File: src/rtl/wb_arbiter.sv
// wb_arbiter: two-master Wishbone arbiter (m0 = instruction fetch, m1 = LSU)
// onto one shared slave bus, with a registered grant FSM, round-robin or fixed
// tie-break, and a no-ack watchdog that pulses the owner's err output.
// Ports:
//   clk_i, reset_i (async, active-low)
//   m{0,1}adr_i/dat_i/we_i/stb_i/cyc_i : master requests
//   m{0,1}ack_o/err_o/stall_o/dat_o    : per-master responses
//   wbsadr_o/dat_o/we_o/stb_o/cyc_o    : shared slave-side bus
//   wbsack_i, wbsdat_i                 : slave acknowledge and read data
//   gnt_o                              : {owner1, owner0}
module wb_arbiter #(
    parameter int ROUND_ROBIN = 1,
    parameter int TMO_CYCLES  = 255
) (
    input  logic        clk_i,
    input  logic        reset_i,
    input  logic [63:0] m0adr_i,
    input  logic [63:0] m1adr_i,
    input  logic [15:0] m0dat_i,
    input  logic [15:0] m1dat_i,
    input  logic        m0we_i,
    input  logic        m1we_i,
    input  logic        m0stb_i,
    input  logic        m1stb_i,
    input  logic        m0cyc_i,
    input  logic        m1cyc_i,
    output logic        m0ack_o,
    output logic        m1ack_o,
    output logic        m0err_o,
    output logic        m1err_o,
    output logic        m0stall_o,
    output logic        m1stall_o,
    output logic [15:0] m0dat_o,
    output logic [15:0] m1dat_o,
    output logic [63:0] wbsadr_o,
    output logic [15:0] wbsdat_o,
    output logic        wbswe_o,
    output logic        wbsstb_o,
    output logic        wbscyc_o,
    input  logic        wbsack_i,
    input  logic [15:0] wbsdat_i,
    output logic [1:0]  gnt_o
);
    typedef enum logic [1:0] {IDLE, OWN0, OWN1} state_t;

    localparam logic [15:0] TMO_M1 = 16'(TMO_CYCLES - 1);

    state_t      r_state;
    state_t      w_next;
    logic        r_last;
    logic [15:0] r_cnt;
    logic        w_own0;
    logic        w_own1;
    logic        w_busy;
    logic        w_expire;

    assign w_own0 = (r_state == OWN0);
    assign w_own1 = (r_state == OWN1);

    // r_last holds the previous owner; a tie goes to the other master
    always_comb begin
        w_next = r_state;
        case (r_state)
            IDLE:    w_next = (m0cyc_i && m1cyc_i) ? (((ROUND_ROBIN != 0) && r_last) ? OWN0 : OWN1) :
                              m0cyc_i ? OWN0 : m1cyc_i ? OWN1 : IDLE;
            OWN0:    w_next = m0cyc_i ? OWN0 : m1cyc_i ? OWN1 : IDLE;
            OWN1:    w_next = m1cyc_i ? OWN1 : m0cyc_i ? OWN0 : IDLE;
            default: w_next = IDLE;
        endcase
    end

    assign wbsadr_o = w_own0 ? m0adr_i : w_own1 ? m1adr_i : '0;
    assign wbsdat_o = w_own0 ? m0dat_i : w_own1 ? m1dat_i : '0;
    assign wbswe_o  = (w_own0 & m0we_i) | (w_own1 & m1we_i);
    assign wbsstb_o = (w_own0 & m0stb_i & m0cyc_i) | (w_own1 & m1stb_i & m1cyc_i);
    assign wbscyc_o = (w_own0 & m0cyc_i) | (w_own1 & m1cyc_i);

    assign w_busy   = wbscyc_o & wbsstb_o;
    // an ack in the expiry cycle suppresses the error
    assign w_expire = (TMO_CYCLES != 0) && w_busy && !wbsack_i && (r_cnt == TMO_M1);

    assign m0ack_o   = wbsack_i & w_own0 & m0cyc_i;
    assign m1ack_o   = wbsack_i & w_own1 & m1cyc_i;
    assign m0err_o   = w_expire & w_own0;
    assign m1err_o   = w_expire & w_own1;
    assign m0stall_o = ~w_own0;
    assign m1stall_o = ~w_own1;
    assign m0dat_o   = reset_i ? wbsdat_i : '0;
    assign m1dat_o   = reset_i ? wbsdat_i : '0;
    assign gnt_o     = {w_own1, w_own0};

    always_ff @(posedge clk_i or negedge reset_i) begin
        if (!reset_i) begin
            r_state <= IDLE;
            r_last  <= 1'b1;
            r_cnt   <= '0;
        end else begin
            r_state <= w_next;
            if (r_state != IDLE && w_next != r_state)
                r_last <= (r_state == OWN1);
            r_cnt <= (!w_busy || wbsack_i || w_expire || w_next != r_state) ? '0 : r_cnt + 16'd1;
        end
    end
endmodule

File: config.mk
export PLATFORM = sky130hd
export DESIGN_NAME = wb_arbiter
export DESIGN_NICKNAME = d
export VERILOG_FILES = /design/src/rtl/wb_arbiter.sv
export SDC_FILE = /design/constraint.sdc
export NUM_CORES = 1
export LEC_CHECK = 0
export ABC_AREA = 1
export BUFFER_PORTS_ARGS = -buffer_cell sky130_fd_sc_hd__buf_2
export CORE_AREA = 2 2 119 121
export CTS_CLUSTER_DIAMETER = 200
export DETAILED_ROUTE_END_ITERATION = 8
export DIE_AREA = 0 0 121 123
export PLACE_DENSITY = 0.46
export SLEW_MARGIN = 10
export SYNTH_ARGS = -nofsm -noshare
export SYNTH_HDL_FRONTEND = slang
export SYNTH_SLANG_ARGS = --single-unit
File: constraint.sdc
create_clock -name clk_i -period 1.6 [get_ports clk_i]
set_input_delay 0.24 -clock clk_i [delete_from_list [all_inputs] [get_ports clk_i]]
set_output_delay 0.24 -clock clk_i [all_outputs]
set_load 0.005 [all_outputs]
==> results.txt, run 1 <==
Clk_lat worst skew: 260 ps
Xor/xnor share of the synthesized area: 4.688%
Placement Setup Slack: 3.685 ps
Iter 0 DRT Violations: 198
Vias in the first global route: 3336
Register-to-Register Setup Slack: 100 ps
Post-detail-place hpwl: 13160 µm
Ant. Diodes: 0
Mux share of post-synthesis cell area: 0%
H-tree Lvls: 1
Worst Skew: 5.065 ps
Max stage delay on crit path: 390 ps
Routability Congestion: 0.8478
Number of cells on the worst reg-to-reg path: 9
Status: finished with violations
Adder-Cell Fraction of Synth Area: 1.116%
Main synth FF type: dfrtp_1
Area grow syn2layout: 110.0%
Register area share after synthesis: 21.26%
Worst endpoint required time: 1360 ps
Via count: 3508
Die Span Y: 123 µm
RSZ-0062 raised after global routing: yes
CORE AREA: 13610 µm²
CP Capture Type: output port
Simple-gate portion of the synthesized area: 24.27%
Worst-margin pin slew: 353.3 ps
Syn_nets: 485
Critical path launch point type: flip-flop
Initial Util: 16.47%
P per Cell Area: 916.3 nW/µm²
Final period utilization: 113.4%
YS warnings: 0
CP Class: flip-flop to output port
Residual DRC: 0
Critical-path cell list: inv_2 > nor2_4 > buf_8 > buf_12 > buf_16 > a22o_1 > buf_2
Syn Std Cell Area: 2242 µm²
Worst setup margin: -214.6 ps
WL per Instance: 21.36 µm
DRT antenna net count: 0
Die Width: 121 µm
Max_slew headroom: 76.27%
Hold crit path type: primary input to asynchronous set/reset pin
Post-Route WL: 17000 µm
Share of cells above drive strength 1: 63.15%
Hold Buf Count CTS: 0
Yosys reg bits: 19
CTS root buffer: clkbuf_16
CTS Buffer Depth: 2
Clock sink count: 19
Router iterations before antenna repair: 4
Congestion Overflow GR: 0
First-pass GRT wire length: 22170 µm
Leak: 2.692 nW
Largest net degree at the start of global routing: 23
Failing checks: negative setup slack
Synth Area in Compound Gates: 32.48%
Fmax: 551.1 MHz
Total clock buffers created by CTS: 3
Post-synthesis cell type count: 27
EDFF count, synth: 0
Async S/R FF share, synth: 100.0%
Total power: 4.314 mW
Crit-path slowest cell: dfrtp_1
Total GRT Usage: 20.79%
Crit-path max FO: 6
Final Non-Filler Cells: 796
Core Util, Final: 34.59%
Mapped Avg Cell Area: 7.524 µm²
Most frequent cells in the layout: buf_2 (294), a22o_1 (78), nand2_1 (42), inv_1 (30), buf_4 (22)
Initial antenna violation count: 0
Routed vias/inst: 4.407
Reg-to-reg startpoint: r_state[0]$_DFF_PN0_
Critical path data arrival time: 1570 ps
Top Ports: 308
Setup violators final: 84
Largest family of logic cells by synthesized area: compound AO/OA/AOI/OAI gates
Site Rows: 43
Final hold violations: 0
Nets@finish: 804
Clock-pin slew on the worst setup and hold paths: 60 ps
Fin crit period: 1815 ps
CTS tree: yes
Die area: 14880 µm²
Post-synthesis cell count: 298
VDD IR max: 0.0002765 V
Max Slew Vio Count: 0
Port bufs: 307
Critical register-to-register path endpoint: r_cnt[10]$_DFF_PN0_
Placed Instances: 767
Most common cell after layout, fill and taps aside: buf_2
Max-capacitance violation count: 0
==> timing repair <==
action	CTS	global route
cloned	12	3
endpoints found under the setup margin	85	103
resized for setup	43	11
setup buffers	11	3
pin swaps	3	6
==> sequential cells by signal, summed over array words and instances (netlist names) <==
register and count:
r_cnt 16, r_state 2, r_last 1
==> per-layer routing <==
metal / global-route usage (%) / part of all wire, % / up-vias / routed length, µm
li1: - / - / 1665 / -
met1: 27.38 / 41 / 1607 / 7042
met2: 28.30 / 40 / 227 / 6795
met3: 14.30 / 18 / 9 / 3021
met4: 2.834 / 0.82 / 0 / 140
met5: 0 / 0 / - / 0
==> worst max-delay path by stage <==
stage	start	end	slack [ps]	cells past startpoint
finish	r_state[0]$_DFF_PN0_	wbsadr_o[24]	-210	7
global route	r_state[0]$_DFF_PN0_	m0err_o	-280	10
CTS	r_state[0]$_DFF_PN0_	wbsadr_o[4]	-210	7
detailed placement	r_state[1]$_DFF_PN0_	m1err_o	4	8
global placement	r_state[0]$_DFF_PN0_	m1err_o	20	10
floorplan	r_state[1]$_DFF_PN0_	m0err_o	170	7
==> critical path: cells and delay by family (launching register included) <==
family,cells,cell delay (ps)
AO/OA/AOI/OAI,1,210
buffers and inverters,5,650
flip-flops,1,390
AND/OR/NAND/NOR,1,70
==> synth_stat cells (all sizes together), types with 2 or more instances <==
cell type | n | area, µm²
o21ai | 2 | 13.76
xor2 | 8 | 70.07
ha | 2 | 25.02
nor3 | 6 | 30.03
inv | 35 | 131.4
dfrtp | 18 | 450.4
nor2 | 35 | 219.0
buf | 27 | 190.2
xnor2 | 4 | 35.03
a22o | 81 | 709.4
nand3 | 13 | 65.06
nand2 | 48 | 190.2
clkbuf | 11 | 41.29
nand4 | 3 | 18.77
==> kinds of logic (layout without fill, tap and decap cells) <==
kind of cell,Yosys count,in the layout
and+or+nand+nor,108,109
AOI/OAI and AO/OA,84,84
buffers and inverters,73,390
DFF,19,19
xor gates and xnor gates,12,12
adders and majority gates,2,2
==> through the flow <==
stage / cell area (µm²) / hold slack, ps / setup TNS, ps
after floorplan: 2242 / -55.59 / 0
after global placement: 3965 / 451.0 / 0
after detailed placement: 3965 / 460.1 / 0
after CTS: 4637 / 239.1 / -13590
after global routing: 4708 / 294.0 / -17950
final: 4708 / 208.6 / -13480
==> cell type report <==
type / instances / area [µm²]
fill: 1455 / 8904
timing repair buffer: 351 / 2302
multi-input combinational: 207 / 1481
sequential: 19 / 478.0
tap: 180 / 225.2
inverter: 35 / 141.4
clock buffer: 3 / 75.07
clock inverter: 1 / 5.005
==> where the power goes <==
group / internal, mW / switching (mW)
Combinational: 1.71 / 1.54
Sequential: 0.516 / 0.0210
Clock: 0.336 / 0.196
Total: 2.56 / 1.75
Power figures use the tool's default switching activity.
==> run 2: changes to the inputs <==
--- a/config.mk
+++ b/config.mk
@@ -14,2 +14,4 @@
 export PLACE_DENSITY = 0.46
+export RECOVER_POWER = 100
+export SKIP_CTS_REPAIR_TIMING = 1
 export SLEW_MARGIN = 10
==> constraint.sdc (replaced) <==
create_clock -name clk_i -period 1.6 [get_ports clk_i]
set_input_delay 0.08 -clock clk_i [delete_from_list [all_inputs] [get_ports clk_i]]
set_output_delay 0.08 -clock clk_i [all_outputs]
set_load 0.005 [all_outputs]
==> run 2 against run 1 <==
  * The run still ends with negative setup slack left
  * Setup slack gained 98 ps
  * First-iteration DRC count shrank 33%
  * Clock power shrank 0.9%
  * Combinational power shrank 24%
  * Total power shrank 18%
  * Critical path type unchanged
  * Highest routed layer unchanged
==> results.txt, run 2 (same netlist as run 1, synthesis figures left out) <==
Status: finished with violations (unchanged)
Failing checks: negative setup slack (unchanged)
CTS root buffer: clkbuf_16 (unchanged)
WL per Instance: 19.46 µm (was 21.36 µm)
Worst endpoint required time: 1520 ps (was 1360 ps)
Most common cell after layout, fill and taps aside: buf_2 (unchanged)
Sequential share of power: 15.3% (was 12.4%)
Post-detail-place hpwl: 12840 µm (was 13160 µm)
Number of cells on the worst reg-to-reg path: 8 (was 9)
Clk pwr share: 14.9% (was 12.3%)
Max_slew headroom: 27.68% (was 76.27%)
Residual DRC: 0 (unchanged)
Global Route met1 Usage: 22.00% (was 27.38%)
Share of cells above drive strength 1: 58.01% (was 63.15%)
Hold crit path type: primary input to flip-flop (was primary input to asynchronous set/reset pin)
Fmax: 582.5 MHz (was 551.1 MHz)
Grt peak-use layer: met2 (unchanged)
Reg-to-reg startpoint: r_cnt[0]$_DFF_PN0_ (was r_state[0]$_DFF_PN0_)
VDD IR max: 0.0002778 V (was 0.0002765 V)
CORE AREA: 13610 µm² (unchanged)
Die Width: 121 µm (unchanged)
Hold Path Depth: 3
Max Slew Vio Count: 0 (unchanged)
Register-to-Register Setup Slack: -40 ps (was 100 ps)
Via count: 3323 (was 3508)
Congestion Overflow GR: 0 (unchanged)
Initial antenna violation count: 0 (unchanged)
Area grow syn2layout: 85.88% (was 110.0%)
Router iterations before antenna repair: 5 (was 4)
Worst Skew: 1.411 ps (was 5.065 ps)
Routed vias/inst: 4.299 (was 4.407)
Vias in the first global route: 2971 (was 3336)
Largest regs: r_cnt: 16 flops, r_state: 2 flops, r_last: 1 flops (unchanged)
Max-capacitance violation count: 0 (unchanged)
Port bufs: 307 (unchanged)
Nets@finish: 781 (was 804)
Met2 usage in global routing: 23.46% (was 28.30%)
Site Rows: 43 (unchanged)
Worst-margin pin slew: 1085 ps (was 353.3 ps)
H-tree Lvls: 1 (unchanged)
GR met3 Demand/Resource: 14.21% (was 14.30%)
FILL cells: 1463 (was 1455)
Die Span Y: 123 µm (unchanged)
Final period utilization: 107.3% (was 113.4%)
CTS tree: yes (unchanged)
Die area: 14880 µm² (unchanged)
Top reg by flops: r_cnt (unchanged)
Post-Route WL: 15040 µm (was 17000 µm)
Total GRT Usage: 17.49% (was 20.79%)
Sw Ratio: 42.78% (was 40.66%)
Most frequent cells in the layout: buf_2 (290), a22o_1 (80), nand2_1 (43), inv_1 (30) (was buf_2 (294), a22o_1 (78), nand2_1 (42), inv_1 (30), buf_4 (22))
Total clock buffers created by CTS: 3 (unchanged)
DRT antenna net count: 0 (unchanged)
Combinational cell fraction of total power: 69.8% (was 75.2%)
Largest register FFs: 16 (unchanged)
Clock sink count: 19 (unchanged)
Initial Util: 16.47% (unchanged)
Fin crit period: 1717 ps (was 1815 ps)
CTS Buffer Depth: 2 (unchanged)
CP Class: flip-flop to output port (unchanged)
Worst setup margin: -116.7 ps (was -214.6 ps)
Critical path launch point type: flip-flop (unchanged)
Placement Setup Slack: -11.90 ps (was 3.685 ps)
Ant. Diodes: 0 (unchanged)
Placed Instances: 758 (was 767)
RSZ-0062 raised after global routing: yes (unchanged)
Final hold violations: 0 (unchanged)
Pint: 2.018 mW (was 2.560 mW)
P per Cell Area: 846.3 nW/µm² (was 916.3 nW/µm²)
Final Non-Filler Cells: 773 (was 796)
Total power: 3.527 mW (was 4.314 mW)
CP Launch Point: r_state[0]$_DFF_PN0_ (unchanged)
Leak: 2.415 nW (was 2.692 nW)
CP Capture Type: output port (unchanged)
Setup violators final: 35 (was 84)
Routability Congestion: 0.8636 (was 0.8478)
Final hold slack: 161.1 ps (was 208.6 ps)
Crit-path max FO: 4 (was 6)
Net switching power: 1.509 mW (was 1.754 mW)
Hold path startpoint: m0cyc_i
Critical path data arrival time: 1640 ps (was 1570 ps)
Clk_lat worst skew: 250 ps (was 260 ps)
Iter 0 DRT Violations: 132 (was 198)
First-pass GRT wire length: 18690 µm (was 22170 µm)
Largest net degree at the start of global routing: 59 (was 23)
Top Ports: 308 (unchanged)
Clock-pin slew on the worst setup and hold paths: 50 ps (was 60 ps)
[run 2: cell types whose count changed in the layout (fill, tap and decap cells not counted), moves of 4 or more]
cell / previous run / this run
buf_4: 22 / 10
clkbuf_1: 0 / 19
buf_16: 11 / 1
buf_2: 294 / 290
buf_12: 7 / 3
buf_6: 14 / 2
[run 2: power by group through the flow]
stage / clock [mW] / sequential, mW / combinational [mW]
final: 0.527 / 0.538 / 2.46
after CTS: 0.528 / 0.536 / 2.28
after global routing: 0.552 / 0.540 / 2.71
after detailed placement: 0 / 0.544 / 2.27
after floorplan: 0 / 0.544 / 1.02
after global placement: 0 / 0.542 / 2.26
[run 2: cell type report]
class / instances / area [µm²] / share of cell area, %
flip-flops and latches: 19 / 476.7 / 11.44
multi-input cells: 206 / 1464 / 35.12
repair buffers: 329 / 1792 / 42.99
inverters: 35 / 131.4 / 3.152
clock buffers: 4 / 78.83 / 1.891
well taps: 180 / 225.2 / 5.404
[run 2: path summary, 6_finish.rpt]
| path | endpoint |
|---|---|
| min reg2reg | r_last$_DFFE_PN1P_ |
| min in group asynchronous | r_cnt[1]$_DFF_PN0_ |
| max | m1err_o |
| max reg2reg | r_cnt[11]$_DFF_PN0_ |
| min | r_state[0]$_DFF_PN0_ |
| max in group asynchronous | r_cnt[11]$_DFF_PN0_ |
[run 2: metrics by stage]
step                cell area, µm²  TNS [ps]  util [%]
floorplan                     2242         0         -
global placement              3897         0     28.63
detailed placement            3897    -12.61     28.63
CTS                           3976     -2062     29.21
global route                  4168     -7186     30.62
finish                        4168     -1075     30.62
[run 2: worst max-delay path, cell delays in order (launching register included)]
cell     delay (ps)
dfrtp_1         390
inv_2           110
nand2_4          90
nor2_4          100
nand2_1          70
o21ai_2          70
inv_2            60
nor2_4          170
nand2_4          80
nor2_4          120
buf_2           120
[run 2: per-layer routing]
layer | part of all wire [%] | wire (µm)
met1 | 40 | 6031
met2 | 40 | 6066
met3 | 19 | 2825
met4 | 0.77 | 116
met5 | 0 | 0
==> run 3: changes to the inputs <==
- SKIP_CTS_REPAIR_TIMING: 1 -> default
==> run 3 against run 2 <==
  * The run still ends with negative setup slack left
  * Clock-buffer cell count is the same
  * Combinational power grew 9.8%
  * Maximum frequency grew 5.3%
  * Die area is the same
  * Global-route usage grew 0.66 points
  * First-iteration DRC count grew 4.5%
  * Critical path type unchanged
  * Critical endpoint is now wbsadr_o[22]
  * Highest routed layer unchanged
==> results.txt, run 3 (same netlist as run 1, synthesis figures left out) <==
Status: finished with violations (unchanged)
Failing checks: negative setup slack (unchanged)
Most common cell after layout, fill and taps aside: buf_2 (unchanged)
Via count: 3388 (was 3323)
Seq. cell area: 478.0 µm² (was 476.7 µm²)
Grt peak-use layer: met2 (unchanged)
Critical path launch point type: flip-flop (unchanged)
Area of the multi-input gates: 1543 µm² (was 1464 µm²)
Max-capacitance violation count: 0 (unchanged)
Fin crit period: 1630 ps (was 1717 ps)
Critical path data arrival time: 1550 ps (was 1640 ps)
Final period utilization: 101.9% (was 107.3%)
First-pass GRT wire length: 19450 µm (was 18690 µm)
Worst setup margin: -30.04 ps (was -116.7 ps)
Fmax: 613.5 MHz (was 582.5 MHz)
CP Launch Point: r_state[1]$_DFF_PN0_ (was r_state[0]$_DFF_PN0_)
GR met3 Demand/Resource: 14.30% (was 14.21%)
Die area: 14880 µm² (unchanged)
Max Slew Vio Count: 0 (unchanged)
Met2 usage in global routing: 25.25% (was 23.46%)
WL per Instance: 19.81 µm (was 19.46 µm)
Nets@finish: 789 (was 781)
Final hold slack: 160.6 ps (was 161.1 ps)
Worst Skew: 2.363 ps (was 1.411 ps)
Initial antenna violation count: 0 (unchanged)
Setup violators final: 11 (was 35)
Reg-to-reg startpoint: r_cnt[0]$_DFF_PN0_ (unchanged)
CTS tree: yes (unchanged)
Routability Congestion: 0.8636 (unchanged)
CTS root buffer: clkbuf_16 (unchanged)
Placed Area: 3897 µm² (unchanged)
Worst endpoint required time: 1520 ps (about the same)
CP Capture Type: output port (unchanged)
Router iterations before antenna repair: 4 (was 5)
Global Route met1 Usage: 22.42% (was 22.00%)
Largest net degree at the start of global routing: 30 (was 59)
Site Rows: 43 (unchanged)
Clock-pin slew on the worst setup and hold paths: 50 ps (about the same)
Most frequent cells in the layout: buf_2 (284), a22o_1 (77), nand2_1 (43), inv_1 (31), buf_4 (19) (was buf_2 (290), a22o_1 (80), nand2_1 (43), inv_1 (30))
FILL cells: 1439 (was 1463)
Initial Util: 16.47% (unchanged)
VDD IR max: 0.0002829 V (was 0.0002778 V)
Routed vias/inst: 4.338 (was 4.299)
Crit-path max FO: 29 (was 4)
Final Cell Area: 4408 µm² (was 4168 µm²)
Port bufs: 307 (unchanged)
Residual DRC: 0 (unchanged)
Largest regs: r_cnt: 16 flops, r_state: 2 flops, r_last: 1 flops (unchanged)
Hold path startpoint: m0cyc_i (unchanged)
CORE AREA: 13610 µm² (unchanged)
Die Width: 121 µm (unchanged)
DRT antenna net count: 0 (unchanged)
Iter 0 DRT Violations: 138 (was 132)
Hold Buf Count CTS: 0
Top Ports: 308 (unchanged)
Congestion Overflow GR: 0 (unchanged)
Clock sink count: 19 (unchanged)
Clk_lat worst skew: 250 ps (about the same)
Hold crit path type: primary input to flip-flop (unchanged)
CP Class: flip-flop to output port (unchanged)
Post-detail-place hpwl: 12840 µm (unchanged)
RSZ-0062 raised after global routing: yes (unchanged)
Area grow syn2layout: 96.60% (was 85.88%)
H-tree Lvls: 1 (unchanged)
Die Span Y: 123 µm (unchanged)
CTS Buffer Depth: 2 (unchanged)
Vias in the first global route: 3111 (was 2971)
Top reg by flops: r_cnt (unchanged)
Placement Setup Slack: -11.90 ps (unchanged)
Leak: 2.513 nW (was 2.415 nW)
Total GRT Usage: 18.15% (was 17.49%)
Share of cells above drive strength 1: 60.23% (was 58.01%)
Ant. Diodes: 0 (unchanged)
Total clock buffers created by CTS: 3 (unchanged)
Worst-margin pin slew: 1078 ps (was 1085 ps)
Largest register FFs: 16 (unchanged)
Post-Route WL: 15470 µm (was 15040 µm)
P per Cell Area: 853.7 nW/µm² (was 846.3 nW/µm²)
Final hold violations: 0 (unchanged)
Max_slew headroom: 28.11% (was 27.68%)
==> run 3: changes by cell type in the layout (fill, tap and decap cells not counted), sizes merged <==
| cell | change |
|---|---|
| buf | +10 |
| clkbuf | -3 |
| nand2 | +1 |
==> run 3: worst paths after layout <==
path                                         to  slack [ps]  depth (start not counted)
setup / recovery                   wbsadr_o[22]         -30                          4
hold / removal             r_state[0]$_DFF_PN0_         160                          3
setup reg to reg            r_cnt[14]$_DFF_PN0_          50                         11
hold reg to reg              r_last$_DFFE_PN1P_         470                          2
max in group asynchronous  r_state[1]$_DFF_PN0_         280                          2
min in group asynchronous    r_cnt[1]$_DFF_PN0_         590                          2
==> run 3: stage by stage <==
stage / setup TNS, ps / utilization [%] / total power, mW / instances
after global placement: 0 / 28.63 / 2.805 / 758
final: -143.7 / 32.38 / 3.763 / 781
after floorplan: 0 / - / 1.568 / 298
after global routing: -3068 / 32.38 / 4.048 / 781
after detailed placement: -12.61 / 28.63 / 2.810 / 758
after CTS: -300.9 / 30.66 / 3.571 / 772
==> run 3: final cells by class <==
class | instances | area share, %
multi-input cells | 207 | 35.00
clock buffers | 4 | 1.788
flip-flops and latches | 19 | 10.84
well taps | 180 | 5.109
repair buffers | 336 | 44.22
inverters | 35 | 3.037
==> run 3: power by group <==
part	leakage, nW	switching [mW]	internal [mW]	total (mW)
Clock	0.0382	0.182	0.339	0.521
Sequential	0.258	0.0225	0.516	0.539
Combinational	2.22	1.36	1.34	2.70
==> run 3: critical path, stage by stage (launching register included) <==
cell     delay (ps)
dfrtp_2         440
nor2_4          170
buf_4           310
a22o_1          230
buf_2           130
==> run 3: per-layer routing <==
metal	vias to the layer above	part of all wire [%]
li1	1628	-
met2	214	41
met4	0	0.67
met3	6	18
met1	1540	40
met5	-	0
==> run 3: timing repair <==
item,in CTS,in global routing
pin swaps,9,12
resized for setup,17,26
setup buffers,9,5
endpoints found under the setup margin,45,69
gates cloned,2,5
